File: config.mk
export PLATFORM = sky130hd
export DESIGN_NAME = mem_port_arbiter_flat
export DESIGN_NICKNAME = d
export VERILOG_FILES = /design/src/rtl/mem_port_arbiter_if.sv /design/src/rtl/mem_port_arbiter.sv /design/src/flat_wrapper.sv
export SDC_FILE = /design/constraint.sdc
export NUM_CORES = 1
export LEC_CHECK = 0
export CORE_MARGIN = 2
export CORE_UTILIZATION = 25
export DETAILED_ROUTE_END_ITERATION = 8
export PLACE_DENSITY = 0.8
export SYNTH_ARGS = -nofsm -noshare
export SYNTH_HDL_FRONTEND = slang
export SYNTH_SLANG_ARGS = --single-unit
File: constraint.sdc
create_clock -name clock -period 2.9 [get_ports clock]
set_clock_uncertainty 0.15 [all_clocks]
set_input_delay 0.435 -clock clock [delete_from_list [all_inputs] [get_ports clock]]
set_output_delay 0.435 -clock clock [all_outputs]
set_load 0.02 [all_outputs]
File: src/rtl/mem_port_arbiter_if.sv
// Bus bundle between the CPU/IO requesters, the arbiter and the single-port main memory.
// The arbiter uses the slave view; requesters and the memory model use the master view.
interface mem_port_arbiter_if #(
  parameter int ADDR_W = 16,
  parameter int DATA_W = 16
);

  logic              c_req;
  logic              c_we;
  logic [ADDR_W-1:0] c_addr;
  logic [DATA_W-1:0] c_wdata;
  logic              c_gnt;
  logic              c_rvalid;

  logic              i_req;
  logic              i_we;
  logic [ADDR_W-1:0] i_addr;
  logic [DATA_W-1:0] i_wdata;
  logic              i_gnt;
  logic              i_rvalid;

  logic [DATA_W-1:0] rdata;
  logic              addr_err;

  logic [ADDR_W-1:0] mem_address;
  logic [DATA_W-1:0] mem_data_in;
  logic              mem_write;
  logic [DATA_W-1:0] mem_val;

  modport slave (
    input  c_req, c_we, c_addr, c_wdata,
    input  i_req, i_we, i_addr, i_wdata,
    input  mem_val,
    output c_gnt, c_rvalid, i_gnt, i_rvalid,
    output rdata, addr_err,
    output mem_address, mem_data_in, mem_write
  );

  modport master (
    output c_req, c_we, c_addr, c_wdata,
    output i_req, i_we, i_addr, i_wdata,
    output mem_val,
    input  c_gnt, c_rvalid, i_gnt, i_rvalid,
    input  rdata, addr_err,
    input  mem_address, mem_data_in, mem_write
  );

endinterface

File: src/rtl/mem_port_arbiter.sv
// Two-requester arbiter for the single-port main memory: CPU has priority, a streak
// counter guarantees the IO port a slot, out-of-range accesses are blocked and flagged.
module mem_port_arbiter #(
  parameter int          ADDR_W    = 16,
  parameter int          DATA_W    = 16,
  parameter int unsigned MEM_DEPTH = 512,
  parameter int unsigned MAX_HOLD  = 4
) (
  input  logic                clock,
  input  logic                reset,
  mem_port_arbiter_if.slave   bus
);

  typedef enum logic [1:0] {
    OWN_NONE = 2'd0,
    OWN_CPU  = 2'd1,
    OWN_IO   = 2'd2
  } owner_e;

  localparam logic [3:0] HOLD_LIMIT = 4'(MAX_HOLD);

  owner_e            w_gnt_owner;
  logic              w_we;
  logic [ADDR_W-1:0] w_addr;
  logic [DATA_W-1:0] w_wdata;
  logic              w_in_range;

  logic [3:0]        r_streak;
  logic [3:0]        w_streak_nxt;
  owner_e            r_resp_owner;
  owner_e            w_resp_owner_nxt;
  logic              r_resp_oor;
  logic              w_resp_oor_nxt;
  logic              r_addr_err;
  logic              w_addr_err_nxt;

  // Grants are withheld while reset is low so a requester never sees a grant that is discarded.
  always_comb begin
    w_gnt_owner = OWN_NONE;
    if (reset) begin
      if (bus.c_req && bus.i_req) begin
        w_gnt_owner = (r_streak == HOLD_LIMIT) ? OWN_IO : OWN_CPU;
      end else if (bus.c_req) begin
        w_gnt_owner = OWN_CPU;
      end else if (bus.i_req) begin
        w_gnt_owner = OWN_IO;
      end
    end
  end

  always_comb begin
    w_we    = 1'b0;
    w_addr  = bus.c_addr;
    w_wdata = '0;
    case (w_gnt_owner)
      OWN_CPU: begin
        w_we    = bus.c_we;
        w_addr  = bus.c_addr;
        w_wdata = bus.c_wdata;
      end
      OWN_IO: begin
        w_we    = bus.i_we;
        w_addr  = bus.i_addr;
        w_wdata = bus.i_wdata;
      end
      default: begin
      end
    endcase
  end

  assign w_in_range = (32'(w_addr) < MEM_DEPTH);

  always_comb begin
    w_streak_nxt     = 4'd0;
    w_resp_owner_nxt = OWN_NONE;
    w_resp_oor_nxt   = 1'b0;
    w_addr_err_nxt   = 1'b0;
    if (w_gnt_owner == OWN_CPU && bus.i_req) begin
      w_streak_nxt = (r_streak == HOLD_LIMIT) ? r_streak : r_streak + 4'd1;
    end
    if (w_gnt_owner != OWN_NONE) begin
      if (!w_we) begin
        w_resp_owner_nxt = w_gnt_owner;
        w_resp_oor_nxt   = !w_in_range;
      end
      w_addr_err_nxt = !w_in_range;
    end
  end

  // Response state tracks the access granted last cycle; reset drops any in-flight read.
  always_ff @(posedge clock or negedge reset) begin
    if (!reset) begin
      r_streak     <= 4'd0;
      r_resp_owner <= OWN_NONE;
      r_resp_oor   <= 1'b0;
      r_addr_err   <= 1'b0;
    end else begin
      r_streak     <= w_streak_nxt;
      r_resp_owner <= w_resp_owner_nxt;
      r_resp_oor   <= w_resp_oor_nxt;
      r_addr_err   <= w_addr_err_nxt;
    end
  end

  assign bus.c_gnt       = (w_gnt_owner == OWN_CPU);
  assign bus.i_gnt       = (w_gnt_owner == OWN_IO);
  assign bus.mem_address = w_addr;
  assign bus.mem_data_in = w_wdata;
  assign bus.mem_write   = reset && (w_gnt_owner != OWN_NONE) && w_we && w_in_range;

  assign bus.c_rvalid    = (r_resp_owner == OWN_CPU);
  assign bus.i_rvalid    = (r_resp_owner == OWN_IO);
  assign bus.rdata       = ((r_resp_owner != OWN_NONE) && !r_resp_oor) ? bus.mem_val : '0;
  assign bus.addr_err    = r_addr_err;

endmodule
File: src/flat_wrapper.sv
// flat-port wrapper written by rule: the top's interface ports become plain ports
module mem_port_arbiter_flat 
#(
  parameter int          ADDR_W    = 16,
  parameter int          DATA_W    = 16,
  parameter int unsigned MEM_DEPTH = 512,
  parameter int unsigned MAX_HOLD  = 4
)
  (clock, reset, bus_c_req, bus_c_we, bus_c_addr, bus_c_wdata, bus_i_req, bus_i_we, bus_i_addr, bus_i_wdata, bus_mem_val, bus_c_gnt, bus_c_rvalid, bus_i_gnt, bus_i_rvalid, bus_rdata, bus_addr_err, bus_mem_address, bus_mem_data_in, bus_mem_write);
  mem_port_arbiter_if #(.ADDR_W(ADDR_W), .DATA_W(DATA_W)) bus_i ();
  input  logic clock;
  input  logic reset;
  input wire logic [$bits(bus_i.c_req)-1:0] bus_c_req;
  input wire logic [$bits(bus_i.c_we)-1:0] bus_c_we;
  input wire logic [$bits(bus_i.c_addr)-1:0] bus_c_addr;
  input wire logic [$bits(bus_i.c_wdata)-1:0] bus_c_wdata;
  input wire logic [$bits(bus_i.i_req)-1:0] bus_i_req;
  input wire logic [$bits(bus_i.i_we)-1:0] bus_i_we;
  input wire logic [$bits(bus_i.i_addr)-1:0] bus_i_addr;
  input wire logic [$bits(bus_i.i_wdata)-1:0] bus_i_wdata;
  input wire logic [$bits(bus_i.mem_val)-1:0] bus_mem_val;
  output wire logic [$bits(bus_i.c_gnt)-1:0] bus_c_gnt;
  output wire logic [$bits(bus_i.c_rvalid)-1:0] bus_c_rvalid;
  output wire logic [$bits(bus_i.i_gnt)-1:0] bus_i_gnt;
  output wire logic [$bits(bus_i.i_rvalid)-1:0] bus_i_rvalid;
  output wire logic [$bits(bus_i.rdata)-1:0] bus_rdata;
  output wire logic [$bits(bus_i.addr_err)-1:0] bus_addr_err;
  output wire logic [$bits(bus_i.mem_address)-1:0] bus_mem_address;
  output wire logic [$bits(bus_i.mem_data_in)-1:0] bus_mem_data_in;
  output wire logic [$bits(bus_i.mem_write)-1:0] bus_mem_write;
  assign bus_i.c_req = bus_c_req;
  assign bus_i.c_we = bus_c_we;
  assign bus_i.c_addr = bus_c_addr;
  assign bus_i.c_wdata = bus_c_wdata;
  assign bus_i.i_req = bus_i_req;
  assign bus_i.i_we = bus_i_we;
  assign bus_i.i_addr = bus_i_addr;
  assign bus_i.i_wdata = bus_i_wdata;
  assign bus_i.mem_val = bus_mem_val;
  assign bus_c_gnt = bus_i.c_gnt;
  assign bus_c_rvalid = bus_i.c_rvalid;
  assign bus_i_gnt = bus_i.i_gnt;
  assign bus_i_rvalid = bus_i.i_rvalid;
  assign bus_rdata = bus_i.rdata;
  assign bus_addr_err = bus_i.addr_err;
  assign bus_mem_address = bus_i.mem_address;
  assign bus_mem_data_in = bus_i.mem_data_in;
  assign bus_mem_write = bus_i.mem_write;
  mem_port_arbiter #(.ADDR_W(ADDR_W), .DATA_W(DATA_W), .MEM_DEPTH(MEM_DEPTH), .MAX_HOLD(MAX_HOLD)) u_core (.clock(clock), .reset(reset), .bus(bus_i));
endmodule
Yosys cells after proc, flatten, opt, wreduce, memory -nomap -nowiden
Cells that the tools add are included.
- register bits: 8
- bits of input ports: 86
- output and inout bits: 54
- word-level logic and storage cells: 38
- $add $sub $neg: 1
- $lt $le $gt $ge: 1
- equal/unequal tests: 6
- muxes and demuxes: 16
- reductions and logical operators: 10
- operator list (kind ; count):
    2-to-1 mux 16 bit ; 2
    one-hot mux 16 bit (2 select lines) ; 1
    < comparator 16 x 10 -> 1 bit (second input constant) ; 1
    2-to-1 mux 2 bit ; 7
    2-to-1 mux 4 bit ; 2
    logical AND 1 bit ; 6
    adder 4 x 1 -> 4 bit (second input constant) ; 1
    equality test 2 x 1 -> 1 bit (second input constant) ; 2
    equality test 2 bit (second input constant) ; 2
    equality test 4 x 3 -> 1 bit (second input constant) ; 1
    nonzero test 2 bit ; 2
    2-to-1 mux 1 bit ; 3
    zero test 1 bit ; 2
    inequality test 2 bit (second input constant) ; 1
    one-hot mux 1 bit (2 select lines) ; 1

Logic depth before layout (Yosys ltp)
Gate-level depths: netlist of run 1.
- depth after elaboration: 10
- gate-level depth with buffers: 12
- mapped depth without buffers: 11

Worst setup path after synthesis of run 1
Ideal clock, no wire load.
- kind: flip-flop to output port
- from: register u_core.r_streak[0]
- to: output port bus_mem_write
- arrival: 2391 ps
- data required time: 2315 ps
- slack: -76 ps
- cell stages (with the launch flop): 10
- buffers on the path: 1
- path through: dfrtp_1 > inv_1 > ha_1 > nand3b_1 > o211ai_1 > ha_1 > buf_6 > mux2_4 > a21oi_2 > and4bb_1
- longest elaborated chain between the ends: 8
- elaborated cells between the ends (all ways): 13
- classes of those cells: 1 x order compare; 3 x eq/ne; 5 x mux; 4 x reduce/logical
- ends and longest elaborated chain (what ; RTL line ; source):
    from (decl) ; mem_port_arbiter.sv:28 ; logic [3:0] r_streak;
    from (signal assigned) ; mem_port_arbiter.sv:98 ; r_streak <= w_streak_nxt;
    equality test 4 x 3 -> 1 bit ; mem_port_arbiter.sv:42 ; w_gnt_owner = (r_streak == HOLD_LIMIT) ? OWN_IO : OWN_CPU;
    2-to-1 mux 2 bit ; mem_port_arbiter.sv:42 ;
    2-to-1 mux 2 bit ; mem_port_arbiter.sv:41 ; if (bus.c_req && bus.i_req) begin
    2-to-1 mux 2 bit ; mem_port_arbiter.sv:40 ; if (reset) begin
    equality test 2 bit ; n/a ;
    net bus_i_gnt ; flat_wrapper.sv:24 ; output wire logic [$bits(bus_i.i_gnt)-1:0] bus_i_gnt;
    2-to-1 mux 16 bit ; mem_port_arbiter.sv:55 ; case (w_gnt_owner)
    net bus_mem_address[12] ; flat_wrapper.sv:28 ; output wire logic [$bits(bus_i.mem_address)-1:0] bus_mem_address;
    < comparator 16 x 10 -> 1 bit ; mem_port_arbiter.sv:71 ; assign w_in_range = (32'(w_addr) < MEM_DEPTH);
    logical AND 1 bit ; mem_port_arbiter.sv:109 ; assign bus.mem_write = reset && (w_gnt_owner != OWN_NONE) && w_we && w_in_range;
    to (decl) ; flat_wrapper.sv:30 ; output wire logic [$bits(bus_i.mem_write)-1:0] bus_mem_write;
The timed path passes the listed nets, and every way through them passes these cells.

Worst setup path after layout of run 1
- from: register u_core.r_streak[1]
- to: output port bus_mem_write
- longest elaborated chain between the ends: 8
- elaborated cells between the ends (all ways): 13
- classes of those cells: 1 x order compare; 3 x eq/ne; 5 x mux; 4 x reduce/logical
- ends and longest elaborated chain (what ; RTL line):
    equality test 4 x 3 -> 1 bit * ; mem_port_arbiter.sv:42
    2-to-1 mux 2 bit * ; mem_port_arbiter.sv:42
    2-to-1 mux 2 bit * ; mem_port_arbiter.sv:41
    2-to-1 mux 2 bit * ; mem_port_arbiter.sv:40
    equality test 2 bit (tied with other cells) ; mem_port_arbiter.sv:55
    2-to-1 mux 16 bit (tied with other cells) ; mem_port_arbiter.sv:55
    < comparator 16 x 10 -> 1 bit or logical AND 1 bit (tied branches) ; mem_port_arbiter.sv:71, mem_port_arbiter.sv:109
    logical AND 1 bit * ; mem_port_arbiter.sv:109
Every way passes the cells marked *; elsewhere a longest branch is shown, timed or not.

==> results of run 1 <==
==> repair_timing <==
item                       CTS  global route
resized for setup          129            26
buffers inserted             1             3
pin swaps                    3             6
cloned                       0             1
setup endpoints to repair   35            32
==> layout make-up <==
type | count | area, sq um | area share
repair buffers | 166 | 1530 | 0.562
multi-input cells | 106 | 867 | 0.319
flip-flops and latches | 8 | 200 | 0.0737
well taps | 50 | 62.6 | 0.0230
clock buffers | 3 | 41.3 | 0.0152
inverters | 5 | 18.8 | 0.00691
==> metal layers <==
metal  vias up  GRT usage  wire, microns
met4         0     0.0625             70
met1       695      0.169           1420
li1        767          -              -
met2        93      0.371           2520
met5         -          0              0
met3         7     0.0461            497
==> flip-flops by register name, summed over array words and instances, names as in the netlist <==
register	count
u_core.r_resp_oor	1
u_core.bus.addr_err	1
u_core.r_streak	4
u_core.r_resp_owner	2
==> path summary, 6_finish.rpt <==
kind                                     from                     end  cells past startpoint
max                        u_core.r_streak[1]           bus_mem_write                      9
min                                     reset      u_core.r_streak[1]                      2
max reg2reg                u_core.r_streak[1]  u_core.r_resp_owner[0]                     12
min reg2reg                u_core.r_streak[3]      u_core.r_streak[3]                      3
max in group asynchronous               reset       u_core.r_resp_oor                      2
min in group clock                  bus_i_req      u_core.r_streak[2]                      3
==> cell usage after synthesis (all sizes together) <==
cell,number,share of area
nor2b,18,0.11
a22oi,16,0.12
and2,16,0.098
mux2,16,0.18
nor2,12,0.044
dfrtp,8,0.20
buf,6,0.035
ha,5,0.061
inv,5,0.018
nand2,4,0.015
nand3,4,0.020
a21oi,3,0.018
clkbuf,2,0.0073
nand2b,2,0.012
nor3,2,0.0098
nor4,2,0.012
a22o,1,0.0085
and4bb,1,0.012
nand3b,1,0.0073
o211ai,1,0.0073
o21ai,1,0.0049
xnor2,1,0.0085
==> worst reg2reg max path, delay by kind of cell, from the launching register on <==
kind,cells,cell delay (ns)
buffers and inverters,4,0.42
AND/OR/NAND/NOR,4,0.41
adder cells (fa/ha/maj),2,0.31
AO/OA/AOI/OAI,2,0.50
flip-flops,1,0.38
==> cell usage in the layout, fill, tap and decap left out, types with 2 or more instances in the layout <==
cell	netlist	routed
a21oi_1	2	2
ha_4	0	2
inv_2	0	3
nor2_1	12	12
buf_6	1	5
dlygate4sd2_1	0	3
clkdlybuf4s50_1	0	102
dfrtp_1	8	8
buf_4	0	22
dlymetal6s2s_1	0	2
ha_1	5	2
inv_1	5	2
a22oi_1	16	4
clkdlybuf4s15_2	0	6
nand3_1	4	3
and2_1	16	16
nand2b_1	2	2
nand2_1	4	4
mux2_2	15	15
nor4_1	2	2
buf_2	5	23
clkbuf_8	0	3
nor2b_1	18	18
a22oi_2	0	12
==> report_power, final <==
group          internal, mW  leakage, nW  switching [mW]
sequential            0.116        0.108         0.00164
combinational         0.197         1.02           0.124
clock                0.0897       0.0216          0.0412
==> cells by family after synthesis <==
| group | synth area share |
|---|---|
| fa+ha+maj | 0.0610 |
| xor+xnor | 0.00854 |
| buf+inv | 0.0610 |
| simple gates | 0.339 |
| mux | 0.179 |
| flops | 0.195 |
| compound gates | 0.156 |
==> stage by stage <==
step,cell area (sq um),cells,hold WS [ns],TNS [ns]
3_5_place_dp,2620,330,0.461,-9.28
5_1_grt,2720,338,0.115,-1.14
2_1_floorplan,1030,127,-0.0106,-0.0231
3_3_place_gp,2620,330,0.444,-8.47
6_report,2720,338,0.0995,0
4_1_cts,2560,334,0.447,-0.0767
==> results.md, run 1 <==
* DR pass1 iterations at 3
* Clk buf depth at 2
* Total gr overflow at 0
* Synthesized area at a little over 1000 sq um
* CTS Hold Bufs at 0
* Syn Nets at 218
* CTS H-tree lvls at 1
* IO buf count at roughly 140
* Crit path launch type: flip-flop
* Min Tclk post-route at between 2 and 3 ns
* Mapped Avg Cell Area at a little over 8 sq um
* Die footprint at 4630 sq um
* Final net count at around 380
* Status: complete, no violations
* CP most frequent cell: ha_4
* Critical Path Sink Type: output pin
* Initial antenna violation count at 0
* Worst path cell trace: inv_2 -> ha_4 -> nand3b_1 -> o211ai_1 -> ha_4 -> mux2_4 -> a21oi_2 -> and4bb_1 -> buf_6
* Post-Synthesis Cells at between 100 and 150
* Final GP Congestion at 0.737
* Distinct cells, synth at 25
* Num rows at 23
* Die H at roughly 70 microns
* Final wirelength at ~4500 microns
* Crit path max-delay cell type: dfrtp_1
* Initial DRC count at 19
* Layout cell share with drive strength beyond 1 at 0.344
* FMAX at roughly 350 MHz
* Post-DRT Antenna Nets at 0
* Data arrival, critical path at between 2 and 2.5 ns
* I/O pin cnt at 140
* Core ar. at approximately 4000 sq um
* TritonCTS Buffers at 3
* HPWL Detailed at 3830 microns
* CP peak stage delay at around 0.38 ns
* Final Slew Violations at 0
* Clk sinks at 8
* Pin count of the biggest net entering global routing at 19
* Synthesis Warnings at 0
* Die width at a little under 70 microns
* Final period utilization at 0.987
* Residual DRC at 0
* Total track usage at 0.181
* Area Overhead vs Synth at 165%
* Fillers at about 360
* Reg-to-reg setup timing slack at between 0.6 and 0.7 ns
* PnR Total Power at around 570 uW
* Relative slew slack at 0.790
* Max Fanout on Critical Path at 4
* TritonCTS clock tree: yes
* Clock Tree Root: clkbuf_8
* N_diodes at 0
* Final WS setup at roughly 0.038 ns
* Crit-path leading delay family: compound AO/OA/AOI/OAI gates
* Worst EP required at between 2 and 2.5 ns
* RSZ-0062 raised after global routing: true
* Vias per inst at 4.62
* Least-Margin Pin Slew at 0.313 ns
* Leak pwr at about 1.2 nW
* Routed WL per cell at roughly 13 microns
* Vias at 1562
* Final setup fails at 0
* Pre-CTS WS at -0.461 ns
* PwrDens at roughly 210 nW/um^2
* Vias in the first global route at 1515
* Final Util at 0.684
* Worst skew pair latency at between 0.2 and 0.25 ns
* Global-route wire length before repair at about 6400 microns
* Post-synthesis register bit count at 8
* CTS clk-pin slew, worst paths at around 0.040 ns
* Starting Density at 0.258
* CP Class: reg2out
* MaxCap Viol Count at 0
* Final Hold Fails at 0
* Hold WC Path Type: in2async
* Buffers & Inverters on Critical Path at 2
* Post-synthesis sequential area ratio at 0.195
* Peak VDD IR at between 0.1 and 0.15 mV
Power figures use the tool's default switching activity.
==> run 2: changes to the inputs <==
Settings changed: CAP_MARGIN from default to 0.
==> results of run 2 <==
Same layout as run 1: the final DEF is identical, and so are final timing and power.
==> run 3: changes to the inputs <==
Settings changed: PLACE_DENSITY 0.8 to default, PLACE_DENSITY_LB_ADDON from default to 0.15.
==> run 3 against run 2 <==
Compared with the run above: global-route usage down 1.0 points; combinational power down 3%; via count down 1.9%; non-clock buffer count up 2; utilization down 1.6 points; routed wire length down 4.2%; worst hold slack worse by 0.016 ns; cell count up 0.59%; count of clock-buffer cells in the layout unchanged; worst setup slack worse by 0.031 ns; flip-flop and latch count unchanged; first-iteration DRC count up 58%; critical path type unchanged.
==> results.md, run 3 (synthesized netlist as in run 1, its figures left out) <==
* Initial antenna violation count at 0
* Critical Path Sink Type: output pin
* CTS H-tree lvls at 1
* Min Tclk post-route at 2.89 ns
* Global-route wire length before repair at roughly 6000 microns
* Final wirelength at 4320 microns
* Most common cell after layout, fill and taps aside: clkdlybuf4s50_1
* Data arrival, critical path at 2.31 ns
* Sw Share at 0.286
* PwrDens at between 200 and 250 nW/um^2
* Top reg by flops: u_core.r_streak
* Least-Margin Pin Slew at 0.357 ns
* Area Overhead vs Synth at 159%
* Final Slew Violations at 0
* Worst skew pair latency at ~0.22 ns
* Worst hold slack at approximately 0.083 ns
* Die footprint at 4630 sq um
* Status: complete, no violations
* Layout cell share with drive strength beyond 1 at 0.300
* Flip-flop count of the largest register after layout at 4
* Post-DRT Antenna Nets at 0
* Relative slew slack at 0.760
* Worst EP required at 2.32 ns
* Total track usage at 0.171
* TritonCTS Buffers at 3
* Seq pwr share at 0.211
* MaxCap Viol Count at 0
* CTS clk-pin slew, worst paths at 0.04 ns
* Total gr overflow at 0
* Clk buf depth at 2
* FMAX at 346 MHz
* Clk sinks at 8
* IO buf count at 139
* Peak VDD IR at 0.111 mV
* DR pass1 iterations at 4
* Cell Int Power at approximately 400 uW
* Hold WC Path Type: in2async
* Final period utilization at 0.998
* Top flop regs: u_core.r_streak: 4 flops, u_core.r_resp_owner: 2 flops
* CP peak stage delay at 0.38 ns
* Initial DRC count at 30
* CP Class: reg2out
* Worst path cell trace: inv_2 -> ha_2 -> nand3b_1 -> o211ai_1 -> buf_4 -> ha_4 -> mux2_4 -> a21oi_2 -> and4bb_1 -> buf_6
* RSZ-0062 raised after global routing: true
* Num rows at 23
* Final Hold Fails at 0
* Vias per inst at around 4.5
* Net Switching at around 160 uW
* Critical Path Source: u_core.r_streak[1]
* Fillers at 360
* Clock Tree Root: clkbuf_8
* Most frequent cells in the layout: clkdlybuf4s50_1 (103), buf_4 (26), buf_2 (24), nor2b_1 (18), and2_1 (16)
* Die H at about 70 microns
* Max Fanout on Critical Path at 3
* Die width at roughly 68 microns
* Crit path max-delay cell type: dfrtp_1
* Vias at approximately 1500
* Final setup fails at 0
* HPWL Detailed at roughly 3600 microns
* Vias in the first global route at ~1400
* Residual DRC at 0
* Crit path launch type: flip-flop
* Final GP Congestion at 0.733
* Worst r2r src: u_core.r_streak[1]
* Final WS setup at between 0.006 and 0.007 ns
* N_diodes at 0
* Clock share of power at 0.230
* Routed WL per cell at 12.7 microns
* Final net count at roughly 380
* Comb pwr share at 0.559
* I/O pin cnt at between 100 and 150
* Pin count of the biggest net entering global routing at 20
* Pre-CTS WS at -0.416 ns
* Starting Density at 0.258
* Core ar. at between 3000 and 4000 sq um
* TritonCTS clock tree: yes
* Leak pwr at between 1 and 1.5 nW
## run 3: changes by cell type in the layout (fill, tap and decap cells not counted), moves of 2 or more
cell	change
inv_1	+2
clkdlybuf4s15_2	-6
a22oi_2	-8
buf_4	+4
inv_2	-2
a22oi_1	+8
clkdlybuf4s15_1	+4
## run 3: power by group through the flow
stage                     sequential (mW)  clock (mW)  combinational [mW]
final                               0.117       0.128               0.311
after global routing                0.118       0.137               0.334
after CTS                           0.117       0.132               0.299
after detailed placement            0.119           0               0.318
after global placement              0.119           0               0.316
after floorplan                     0.120           0               0.112
## run 3: routing by layer
layer,routed length [microns],vias up,share of wire,GRT usage
met5,0,-,0,0
met4,19,0,0.0044,0.0450
met3,536,2,0.12,0.0592
met2,2360,76,0.55,0.330
met1,1400,686,0.33,0.171
li1,-,768,-,-
## run 3: worst max-delay path: cells and delay by family (launching register included)
family                     cells  cell delay, ns
AOI/OAI and AO/OA              2            0.33
buffers and inverters          3            0.36
DFF                            1            0.38
and+or+nand+nor                2            0.35
adders and majority gates      2            0.34
muxes                          1            0.31
## run 3: area by class of cell
| cell class | count | area, sq um | share of cell area |
|---|---|---|---|
| Timing Repair Buffer | 168 | 1510 | 0.569 |
| Inverter | 5 | 18.8 | 0.00708 |
| Clock buffer | 3 | 41.3 | 0.0156 |
| Multi-Input combinational cell | 106 | 820 | 0.309 |
| Tap cell | 50 | 62.6 | 0.0236 |
| Sequential cell | 8 | 200 | 0.0755 |
## run 3: what timing repair did
action                     CTS  global route
setup buffers                1             7
hold buffers                 0             0
setup endpoints to repair   35            32
pin swaps                    3             7
resized for setup          117            27
## run 3: path summary, 6_finish.rpt
path                                                to  slack (ns)  cells past startpoint
max in group asynchronous           u_core.r_streak[0]        2.39                      2
worst max-delay path                     bus_mem_write       0.006                     10
worst min-delay path            u_core.r_resp_owner[0]        0.08                      2
worst min register to register      u_core.r_streak[3]        0.46                      3
worst max register to register       u_core.r_resp_oor        0.60                     13
min in group clock                  u_core.r_streak[3]        0.46                      3
## run 3: stage by stage
step                      area, sq um  power (mW)  instances  setup TNS (ns)   util
after global routing             2650       0.588        340           -1.31  0.668
after global placement           2600       0.434        329           -8.18  0.654
after detailed placement         2600       0.437        329           -9.24  0.654
after CTS                        2520       0.549        333          -0.398  0.635
after floorplan                  1030       0.232        127         -0.0231      -
final                            2650       0.557        340               0  0.668
